### config.mk
export PLATFORM = sky130hd
export DESIGN_NAME = psg_output_mixer
export DESIGN_NICKNAME = d
export VERILOG_FILES = /design/src/rtl/psg_pkg.sv /design/src/rtl/psg_saturate.sv /design/src/rtl/psg_output_mixer.sv
export SDC_FILE = /design/constraint.sdc
export NUM_CORES = 1
export LEC_CHECK = 0
export BUFFER_PORTS_ARGS = -buffer_cell sky130_fd_sc_hd__buf_2
export CORE_ASPECT_RATIO = 1.25
export CORE_MARGIN = 4
export CORE_UTILIZATION = 50
export DETAILED_ROUTE_END_ITERATION = 7
export GPL_TIMING_DRIVEN = 0
export PLACE_DENSITY = 0.84
export SLEW_MARGIN = 20
export SYNTH_ARGS = -nofsm -noshare
export SYNTH_HDL_FRONTEND = slang
export SYNTH_SLANG_ARGS = --single-unit
### constraint.sdc
create_clock -name clk_i -period 3.2 [get_ports clk_i]
set_input_delay 0.32 -clock clk_i [delete_from_list [all_inputs] [get_ports clk_i]]
set_output_delay 0.32 -clock clk_i [all_outputs]
set_load 0.01 [all_outputs]
### src/rtl/psg_pkg.sv
// Shared definitions for the PSG output path: mixer FSM states and
// accumulator sizing helper.
package psg_pkg;

    typedef enum logic [1:0] {
        StIdle,
        StAcc,
        StSat,
        StOut
    } psg_state_e;

    // Room for NCH full-scale voices so the running sum can never wrap.
    function automatic int unsigned acc_width(input int unsigned iw, input int unsigned nch);
        return iw + $clog2(nch);
    endfunction

endpackage

### src/rtl/psg_saturate.sv
// Shift-and-clamp of a wide accumulator down to an OW-bit unsigned sample,
// flagging when the clamp engaged.
module psg_saturate #(
    parameter int unsigned AW = 32,
    parameter int unsigned IW = 30,
    parameter int unsigned OW = 16
) (
    input  logic [AW-1:0] acc_i,
    output logic [OW-1:0] val_o,
    output logic          clip_o
);

    localparam int unsigned Shift = IW - OW;

    logic [AW-1:0] shifted;

    assign shifted = acc_i >> Shift;

    always_comb begin
        clip_o = |shifted[AW-1:OW];
        val_o  = clip_o ? {OW{1'b1}} : shifted[OW-1:0];
    end

endmodule

### src/rtl/psg_output_mixer.sv
// Snapshots NCH voice samples on a strobe, sums enabled voices serially,
// then saturates and presents the result on a valid/ready stream.
module psg_output_mixer
    import psg_pkg::*;
#(
    parameter int unsigned NCH = 4,
    parameter int unsigned IW  = 30,
    parameter int unsigned OW  = 16
) (
    input  logic              clk_i,
    input  logic              rst_ni,
    input  logic              strobe_i,
    input  logic [NCH*IW-1:0] ch_i,
    input  logic [NCH-1:0]    ch_en_i,
    output logic [OW-1:0]     o_data,
    output logic              o_valid,
    input  logic              o_ready,
    output logic              clip_o,
    output logic              overrun_o,
    output logic              busy_o
);

    localparam int unsigned AW = acc_width(IW, NCH);
    localparam int unsigned XW = (NCH > 1) ? $clog2(NCH) : 1;
    localparam logic [XW-1:0] IdxLast = XW'(NCH - 1);

    psg_state_e               state_q, state_d;
    logic [AW-1:0]            acc_q, acc_d;
    logic [XW-1:0]            idx_q, idx_d;
    logic [NCH-1:0][IW-1:0]   snap_q, snap_d;
    logic [NCH-1:0]           en_q, en_d;
    logic [OW-1:0]            data_q, data_d;
    logic                     valid_q, valid_d;
    logic                     clip_q, clip_d;
    logic                     overrun_q, overrun_d;

    logic [AW-1:0]            addend;
    logic [OW-1:0]            sat_val;
    logic                     sat_clip;

    assign addend = en_q[idx_q] ? AW'(snap_q[idx_q]) : '0;

    psg_saturate #(
        .AW (AW),
        .IW (IW),
        .OW (OW)
    ) u_saturate (
        .acc_i  (acc_q),
        .val_o  (sat_val),
        .clip_o (sat_clip)
    );

    always_comb begin
        state_d   = state_q;
        acc_d     = acc_q;
        idx_d     = idx_q;
        snap_d    = snap_q;
        en_d      = en_q;
        data_d    = data_q;
        valid_d   = valid_q;
        clip_d    = 1'b0;
        // Any strobe outside IDLE is dropped, including on the handshake edge.
        overrun_d = strobe_i && (state_q != StIdle);

        unique case (state_q)
            StIdle: begin
                if (strobe_i) begin
                    snap_d  = ch_i;
                    en_d    = ch_en_i;
                    acc_d   = '0;
                    idx_d   = '0;
                    state_d = StAcc;
                end
            end
            StAcc: begin
                acc_d = acc_q + addend;
                idx_d = idx_q + 1'b1;
                if (idx_q == IdxLast) begin
                    state_d = StSat;
                end
            end
            StSat: begin
                data_d  = sat_val;
                clip_d  = sat_clip;
                valid_d = 1'b1;
                state_d = StOut;
            end
            StOut: begin
                if (o_ready) begin
                    valid_d = 1'b0;
                    state_d = StIdle;
                end
            end
            default: state_d = StIdle;
        endcase
    end

    always_ff @(posedge clk_i or negedge rst_ni) begin
        if (!rst_ni) begin
            state_q   <= StIdle;
            acc_q     <= '0;
            idx_q     <= '0;
            snap_q    <= '0;
            en_q      <= '0;
            data_q    <= '0;
            valid_q   <= 1'b0;
            clip_q    <= 1'b0;
            overrun_q <= 1'b0;
        end else begin
            state_q   <= state_d;
            acc_q     <= acc_d;
            idx_q     <= idx_d;
            snap_q    <= snap_d;
            en_q      <= en_d;
            data_q    <= data_d;
            valid_q   <= valid_d;
            clip_q    <= clip_d;
            overrun_q <= overrun_d;
        end
    end

    assign o_data    = data_q;
    assign o_valid   = valid_q;
    assign clip_o    = clip_q;
    assign overrun_o = overrun_q;
    assign busy_o    = (state_q != StIdle);

endmodule

==> impl_metrics.yaml <==
die:
  initial_utilization_pct: 51.5
  row_count: 55
  die-width_um: 131
  die-height_um: 162
  design.portCount: 148
  die_area_sq_um: 21100
  floorplan.core_area_sq_um: 18300
synth:
  ys_ff_latch: 179
  synth_cell_types: 58
  syn_avg_cell_area_sq_um: 12.1
  netlist_top_cells_area: "sky130_fd_sc_hd__dfrtp_1 48%, sky130_fd_sc_hd__mux2_2 15%, sky130_fd_sc_hd__mux4_2 6.9%"
  post-synth-top-area-cell: "sky130_fd_sc_hd__dfrtp_1"
  synth_warnings: 0
  synth_edf_count: 0
  post_synthesis_cell_area_sq_um: 9430
  syn_inst: 781
  synth_top_area_share_pct: 47.5
  yosys_most_used_dff: "sky130_fd_sc_hd__dfrtp_1"
  synth_seq_area_share_pct: 47.5
  net_count_after_synthesis: 945
  synthArstFlopShare_pct: 100
final_layout:
  most-common-layout-cells: "179 x sky130_fd_sc_hd__dfrtp_1, 151 x sky130_fd_sc_hd__buf_2, 124 x sky130_fd_sc_hd__mux2_2, 54 x sky130_fd_sc_hd__buf_4, 52 x sky130_fd_sc_hd__nand2_1"
  post_route_cells_drive_above_1_share_pct: 50.3
  diode_count: 0
  area_occupied_by_multi_input_gates_sq_um: 5300
  fillers: 1200
  finish.instance_area_sq_um: 12500
  seq_area_sq_um: 4480
  flow.area_growth_from_synthesis_pct: 32.6
  nNetsFinal: 1179
  mostFrequentLayoutCell: "sky130_fd_sc_hd__dfrtp_1"
timing:
  grt_setup_unrepaired: "yes"
  accumulated_negative_setup_slack_ps: -4120
  worstMarginPinSlew_ps: 833
  period_share_pct: 112
  max_freq_mhz: 279
  finalHoldViolCount: 0
  period_needed_ps: 3590
  timing.final.max_slew_violations: 0
  relSlewSlack_pct: 44.5
  min_hold_slack_ps: 98.2
  final.setup_skew_ps: 23.7
  timing.final.ws_setup_ps: -386
  setup_viol: 23
pwr:
  leakage_uw: 0.00551
  power-per-cell-area_nw_per_um2: 1240
  totalPowerFinal_uw: 15500
  vdd.ir_drop.worst_mv: 0.547
critical_path:
  critPathMaxFanout: 6
  cp_data_arrival_time_ps: 3870
  worst_setup_path_end_kind: "flip-flop"
  worstRegToRegCells: 17
  critical_path_class: "reg -> reg"
  crit_required_ps: 3490
  worstSetupStartpointType: "flip-flop"
cts:
  clk_latency_ps: 440
  cts_tree: "done"
  numCtsBuffers: 17
  cts.sinks: 179
  cts.clk_slew.worst_paths_ps: 70
  clock_tree.buffer_depth: 2
  htree_num_levels: 4
  cts_root_buffer: "sky130_fd_sc_hd__clkbuf_16"
global_routing:
  pin_count_of_the_biggest_net_entering_global_routing: 82
  first_global_vias: 7950
  first_pass_grt_wire_length_um: 39300
  grt_overflow: 0
  grt_util_all_layers_pct: 23.8
  antenna_found_initial: 0
placement:
  dp.final_hpwl_um: 17300
  gp_congestion: 0.934
  port_buffer_count: 147
  placement.cell_area_sq_um: 10500
flow_run:
  maxCapViolations: 0
run_status:
  failing_checks: "setup timing"
  status: "complete, but fails checks"
detailed_routing:
  finalWirelength_um: 27500
  detailedRoute.firstIterationViolations: 629
  detail_route.wl_per_cell_um: 21.9
  drc: 0
  route.detailed.vias_per_inst: 6.07
  post_drt_antenna_nets: 0
  route.vias.total: 7621
  first_pass_iters: 7
min_path:
  holdPathStages: 2
  hold_path_class: "in -> reg"
per-layer routing:
metal / vias up / routed length [um] / GRT usage, %
li1: 3351 / - / -
met1: 3807 / 10200 / 28.5
met2: 356 / 14400 / 41.5
met3: 107 / 1510 / 3.64
met4: 0 / 1330 / 10.8
met5: - / 0 / 0
power by group:
| part | total (uW) | switching (uW) | internal [uW] |
|---|---|---|---|
| Combinational | 9440 | 4680 | 4760 |
| Sequential | 4000 | 631 | 3370 |
| Clock | 2020 | 901 | 1120 |
| Total | 15500 | 6210 | 9250 |
registers in the layout, indices dropped and copies added, names as in the netlist:
register and count:
idx_q 2, o_data 16, overrun_o 1, o_valid 1, snap_q 120, state_q 2, clip_o 1, acc_q 32
en_q 4
stage by stage:
| step | setup WS [ps] | util [%] | std cells |
|---|---|---|---|
| global placement | -1090 | 57.1 | 1156 |
| CTS | -135 | 64.5 | 1220 |
| floorplan | 30.4 | - | 781 |
| global route | -459 | 68.3 | 1256 |
| finish | -386 | 68.3 | 1256 |
| detailed placement | -1140 | 57.5 | 1158 |
Yosys cell counts (3+ instances only):
library cell	number
sky130_fd_sc_hd__nand4_1	9
sky130_fd_sc_hd__or3_1	3
sky130_fd_sc_hd__nor2_1	17
sky130_fd_sc_hd__nand2b_1	4
sky130_fd_sc_hd__nor3_1	4
sky130_fd_sc_hd__mux4_2	29
sky130_fd_sc_hd__and2_1	3
sky130_fd_sc_hd__and4_1	4
sky130_fd_sc_hd__a22o_1	5
sky130_fd_sc_hd__dfrtp_1	179
sky130_fd_sc_hd__buf_2	14
sky130_fd_sc_hd__nor2b_1	34
sky130_fd_sc_hd__o21a_1	7
sky130_fd_sc_hd__a31oi_1	5
sky130_fd_sc_hd__o211ai_1	7
sky130_fd_sc_hd__mux2_2	125
sky130_fd_sc_hd__o22a_1	16
sky130_fd_sc_hd__nor3b_1	4
sky130_fd_sc_hd__and3_1	4
sky130_fd_sc_hd__inv_1	15
sky130_fd_sc_hd__o21ai_1	5
sky130_fd_sc_hd__nand2_1	54
sky130_fd_sc_hd__xnor2_1	14
sky130_fd_sc_hd__xor2_1	10
sky130_fd_sc_hd__ha_1	35
sky130_fd_sc_hd__a21oi_1	33
sky130_fd_sc_hd__clkbuf_1	37
sky130_fd_sc_hd__mux2i_1	6
sky130_fd_sc_hd__o31ai_1	4
sky130_fd_sc_hd__nand3_1	9
sky130_fd_sc_hd__a21o_1	11
sky130_fd_sc_hd__o21ai_0	41
worst paths after layout:
path	from	end	slack [ps]
max	idx_q[1]	acc_q[24]	-390
min	o_ready	o_valid	100
max reg2reg	idx_q[1]	acc_q[24]	-390
min reg2reg	o_data[2]	o_data[2]	490
max in group asynchronous	rst_ni	acc_q[23]	1830
min in group asynchronous	rst_ni	snap_q[41]	360
kinds of logic (layout without fill, tap and decap cells):
family / count (synthesis) / count (layout) / share of synthesized area [%]
AO/OA/AOI/OAI: 160 / 160 / 11.5
XOR/XNOR: 24 / 24 / 2.23
adder cells (fa/ha/maj): 36 / 36 / 4.86
buffers and inverters: 66 / 313 / 2.81
flip-flops: 179 / 179 / 47.5
multiplexers: 160 / 160 / 22.5
AND/OR/NAND/NOR: 156 / 156 / 8.60
worst max-delay path, stage by stage, from the launching register on:
cell,delay (ps)
sky130_fd_sc_hd__dfrtp_1,420
sky130_fd_sc_hd__buf_8,150
sky130_fd_sc_hd__mux2i_1,120
sky130_fd_sc_hd__nand2_1,120
sky130_fd_sc_hd__o21ai_4,80
sky130_fd_sc_hd__buf_12,140
sky130_fd_sc_hd__buf_8,120
sky130_fd_sc_hd__a211o_1,300
sky130_fd_sc_hd__buf_6,150
sky130_fd_sc_hd__fa_2,370
sky130_fd_sc_hd__nor2b_4,150
sky130_fd_sc_hd__o211ai_1,150
sky130_fd_sc_hd__a21oi_2,330
sky130_fd_sc_hd__buf_4,180
sky130_fd_sc_hd__nor4b_4,50
sky130_fd_sc_hd__o31ai_2,390
sky130_fd_sc_hd__xnor2_1,160
sky130_fd_sc_hd__o21ai_1,70
cell type report:
| class | instances | area share [%] |
|---|---|---|
| Inverter | 15 | 0.470 |
| Timing Repair Buffer | 223 | 12.0 |
| Clock buffer | 21 | 3.68 |
| Clock inverter | 11 | 0.811 |
| Tap cell | 228 | 2.28 |
| Multi-Input combinational cell | 536 | 42.4 |
| Sequential cell | 179 | 35.8 |
| Buffer | 43 | 2.50 |
repair_timing:
| item | in CTS | in global routing |
|---|---|---|
| resized for setup | 106 | 93 |
| endpoints found under the hold margin | 44 | 0 |
| gates cloned | 4 | 0 |
| setup buffers | 30 | 41 |
| pin swaps | 28 | 46 |
| hold buffers | 1 | 0 |
| setup endpoints to repair | 29 | 24 |
Note: power is estimated with default switching activity, not from simulation.
